<file path="src/rtl/nand3_bist.sv">
// Built-in self test for a single NAND3 cell: sweeps all eight input vectors,
// waits for the cell to settle, samples its output and tallies mismatches.
module nand3_bist #(
  parameter int unsigned SETTLE = 2,
  parameter int unsigned PASSES = 1
) (
  input  logic       CLK,
  input  logic       RST,
  input  logic       START,
  input  logic       ZN_IN,
  output logic       A1,
  output logic       A2,
  output logic       A3,
  output logic       BUSY,
  output logic       DONE,
  output logic       PASS,
  output logic [3:0] ERR_CNT,
  output logic [2:0] FIRST_FAIL
);

  localparam logic [3:0] SettleLast = 4'(SETTLE - 1);
  localparam logic [3:0] PassLast   = 4'(PASSES - 1);

  typedef enum logic [1:0] {StIdle, StSettle, StSample, StFinish} state_e;

  state_e     state_q, state_d;
  logic [2:0] vec_q, vec_d;
  logic [3:0] pass_cnt_q, pass_cnt_d;
  logic [3:0] settle_cnt_q, settle_cnt_d;
  logic [3:0] err_q, err_d;
  logic [2:0] first_q, first_d;
  logic       ok_q, ok_d;
  logic       mismatch;

  // Expected NAND3 output is low only for the all-ones vector.
  assign mismatch = (ZN_IN != ~(&vec_q));

  always_comb begin
    state_d      = state_q;
    vec_d        = vec_q;
    pass_cnt_d   = pass_cnt_q;
    settle_cnt_d = settle_cnt_q;
    err_d        = err_q;
    first_d      = first_q;
    ok_d         = ok_q;
    unique case (state_q)
      StIdle: begin
        if (START) begin
          state_d      = StSettle;
          vec_d        = 3'd0;
          pass_cnt_d   = 4'd0;
          settle_cnt_d = 4'd0;
          err_d        = 4'd0;
          first_d      = 3'd0;
          ok_d         = 1'b0;
        end
      end
      StSettle: begin
        if (settle_cnt_q == SettleLast) begin
          state_d      = StSample;
          settle_cnt_d = 4'd0;
        end else begin
          settle_cnt_d = settle_cnt_q + 4'd1;
        end
      end
      StSample: begin
        if (mismatch) begin
          // A zero count means no earlier mismatch in this run.
          if (err_q == 4'd0) first_d = vec_q;
          if (err_q != 4'd15) err_d = err_q + 4'd1;
        end
        if (vec_q == 3'd7 && pass_cnt_q == PassLast) begin
          state_d = StFinish;
          vec_d   = 3'd0;
          ok_d    = (err_d == 4'd0);
        end else begin
          state_d = StSettle;
          vec_d   = vec_q + 3'd1;
          if (vec_q == 3'd7) pass_cnt_d = pass_cnt_q + 4'd1;
        end
      end
      StFinish: begin
        state_d = StIdle;
      end
      default: begin
        state_d = StIdle;
      end
    endcase
  end

  always_ff @(posedge CLK) begin
    if (RST) begin
      state_q      <= StIdle;
      vec_q        <= 3'd0;
      pass_cnt_q   <= 4'd0;
      settle_cnt_q <= 4'd0;
      err_q        <= 4'd0;
      first_q      <= 3'd0;
      ok_q         <= 1'b0;
    end else begin
      state_q      <= state_d;
      vec_q        <= vec_d;
      pass_cnt_q   <= pass_cnt_d;
      settle_cnt_q <= settle_cnt_d;
      err_q        <= err_d;
      first_q      <= first_d;
      ok_q         <= ok_d;
    end
  end

  // vec_q is forced to zero outside a run, so the stimulus idles low.
  assign A1         = vec_q[0];
  assign A2         = vec_q[1];
  assign A3         = vec_q[2];
  assign BUSY       = (state_q == StSettle) || (state_q == StSample);
  assign DONE       = (state_q == StFinish);
  assign PASS       = ok_q;
  assign ERR_CNT    = err_q;
  assign FIRST_FAIL = first_q;

endmodule

</file>
<file path="config.mk">
export PLATFORM = sky130hd
export DESIGN_NAME = nand3_bist
export DESIGN_NICKNAME = d
export VERILOG_FILES = /design/src/rtl/nand3_bist.sv
export SDC_FILE = /design/constraint.sdc
export NUM_CORES = 1
export LEC_CHECK = 0
export ABC_AREA = 1
export BUFFER_PORTS_ARGS = -buffer_cell sky130_fd_sc_hd__buf_2
export CORE_UTILIZATION = 51
export DETAILED_ROUTE_END_ITERATION = 10
export PLACE_DENSITY = 0.77
export SYNTH_ARGS = -nofsm -noshare
export SYNTH_HDL_FRONTEND = slang
export SYNTH_SLANG_ARGS = --single-unit
</file>
<file path="constraint.sdc">
create_clock -name CLK -period 1.44 [get_ports CLK]
set_clock_uncertainty 0.1 [all_clocks]
set_input_delay 0.216 -clock CLK [delete_from_list [all_inputs] [get_ports CLK]]
set_output_delay 0.216 -clock CLK [all_outputs]
set_load 0.01 [all_outputs]
</file>
==> reports/results.tsv <==
metric	value	unit
status	finished with violations	
violations	negative setup slack	
setup_slack	-0.0791	ns
io-pin-count	17	
area_delta_synth_final	43.3	%
rsz0062_at_grt	yes	
ys_ff_latch	21	
drc	0	
p_clk_share	10.8	%
dp_slack	-0.167	ns
cts_tree	yes	
io_buffers	16	
die_h	53.0	um
drv_cap	0	
cellPowerDensity	1420	nW/um^2
fp-row-count	18	
setup.worst_path.start	vec_q[0]$_SDFFE_PP0P_	
die_area	2810	um^2
cellLeakagePower	0.000835	uW
antenna_left	0	
wl_met2	1.90	mm
synthesis.instances	199	
gr-usage-all-layers	25.8	%
critPathKind	reg2reg	
start_kind	flop	
cts_hold_buf	0	
power_switching	1190	uW
final_max_slew_viol_count	0	
drtIter0Drc	54	
fin_setup_tns	-0.499	ns
power.internal	1520	uW
synth_xor_area_share	1.32	%
htree_levels	1	
grt_pass1_vias	1293	
synth_compound_area_share	10.5	%
wl_met1	1.52	mm
drive_gt1_share	39.6	%
synthTopCellsByArea	dfxtp_1 (32%), nand2_1 (16%), ha_1 (11%)	
fill_cells	179	
hold_viol_final	0	
hold_start	RST	
overflow	0	
highest_layer	met4	
root_buffer	clkbuf_4	
numClockSinks	21	
fmax	0.658	GHz
dr_wl_met3	185	um
synthSimpleGateAreaFrac	36.1	%
final_common_cell	nand2_1	
synth_fa_ha_area_share	11.3	%
vias_per_cell	5.44	
place_hpwl	2.46	mm
tightest_slew	0.366	ns
avgSynthCellArea	6.67	um^2
synthMuxAreaShare	0	%
numCtsBuffers	3	
synth_top_area_share	31.7	%
syn-num-nets	215	
drtPass1Iterations	4	
place.gp.congestion	0.921	
grt_max_degree	17	
swShare	43.9	%
synth_top_cell_by_area	dfxtp_1	
nets	257	
worstSkewPairLatency	0.31	ns
cp.required	1.56	ns
min_path_type	in2reg	
synth.distinct_cells	24	
rr_startpoint	vec_q[0]$_SDFFE_PP0P_	
synth_top_family_by_area	simple AND/OR/NAND/NOR gates	
insertedDiodeCount	0	
clkSlewWorstSetupHoldPaths	0.12	ns
grt_pass1_wl	5.29	mm
peakVddDrop	1480	uV
max-slew-margin-rel	75.6	%
power.share.combinational	61.6	%
synth_seq_area_share	31.7	%
die_w	53.0	um
layout_common_cells	nand2_1 (45), buf_4 (22), inv_1 (20)	
final-setup-viol-count	12	
detail_route.wl_per_cell	13.6	um
syn_area	1330	um^2
cp_max_fo	5	
ys_warn_count	0	
endpoint_kind	flop	
cp_data_arrival_time	1.64	ns
antenna_found_initial	0	
wl	3.66	mm
vias	1470	
period_share	105	%
min_period	1.52	ns
pwr-share-seq	27.6	%
core_area	2480	um^2
initial_core_util	53.6	%
clk_path_buf_depth	2	
==> cells in the mapped netlist (all sizes together) <==
cell type,number
inv,26
o21a,1
buf,2
nand3,19
a21oi,15
xnor2,1
nor2,24
nand4,9
o21ai,6
nand2,58
dfxtp,21
ha,12
a211oi,1
clkbuf,2
xor2,1
o211ai,1
==> stage by stage <==
stage	hold WS [ns]	util (%)	power [uW]	area [um^2]	instances
after CTS	0.188	70.0	2350	1730	267
after detailed placement	0.341	66.2	1910	1640	263
after floorplan	0.361	-	1500	1380	199
final	0.194	76.8	2700	1900	270
after global placement	0.331	66.2	1850	1640	263
after global routing	0.209	76.8	2870	1900	270
==> worst max-delay path, stage by stage, from the launching register on <==
cell	delay (ns)
dfxtp_4	0.38
ha_4	0.13
ha_4	0.16
buf_6	0.11
nand4_1	0.21
nand3_1	0.16
nand2_1	0.07
inv_1	0.07
nor2_1	0.04
==> sequential cells by signal, summed over array words and instances, names as in the netlist <==
| name | count |
|---|---|
| ERR_CNT | 4 |
| FIRST_FAIL | 3 |
| PASS | 1 |
| pass_cnt_q | 4 |
| settle_cnt_q | 4 |
| state_q | 2 |
| vec_q | 3 |
==> final timing paths <==
kind	end	slack, ns	cells past startpoint
hold / removal	settle_cnt_q[1]$_SDFFE_PP0P_	0.19	2
setup / recovery	pass_cnt_q[3]$_SDFFE_PP0P_	-0.08	8
hold reg to reg	FIRST_FAIL[1]$_SDFFE_PP0P_	0.36	2
setup reg to reg	pass_cnt_q[3]$_SDFFE_PP0P_	-0.08	8
==> cells by family after synthesis <==
| family | after synthesis |
|---|---|
| buf+inv | 30 |
| fa+ha+maj | 12 |
| compound gates | 24 |
| simple gates | 110 |
| flops | 21 |
| xor+xnor | 2 |
==> per-layer routing <==
metal | track usage (%) | up-vias
met4 | 10.1 | 0
met2 | 47.0 | 36
met1 | 28.6 | 700
met5 | 0 | -
li1 | - | 725
met3 | 5.46 | 9
==> power groups by stage <==
| stage | combinational, uW | clock [uW] | sequential, uW |
|---|---|---|---|
| after CTS | 1320 | 297 | 730 |
| final | 1660 | 293 | 746 |
| after global placement | 1130 | 0 | 720 |
| after floorplan | 745 | 0 | 755 |
| after global routing | 1790 | 319 | 755 |
| after detailed placement | 1180 | 0 | 729 |
==> repair_timing <==
| action | in CTS | in global routing |
|---|---|---|
| pin swaps | 12 | 16 |
| cloned | 0 | 0 |
| setup buffers | 0 | 3 |
| gates resized for setup | 17 | 37 |
| endpoints found under the setup margin | 22 | 22 |
==> area by class of cell <==
class	instances	area, um^2	area share [%]
tap	30	37.5	1.97
inverter	26	103	5.39
multi-input combinational	148	1010	53.0
timing repair buffer	41	292	15.3
clock buffer	4	26.3	1.38
sequential	21	437	23.0
Note: power is estimated with default switching activity, not from simulation.
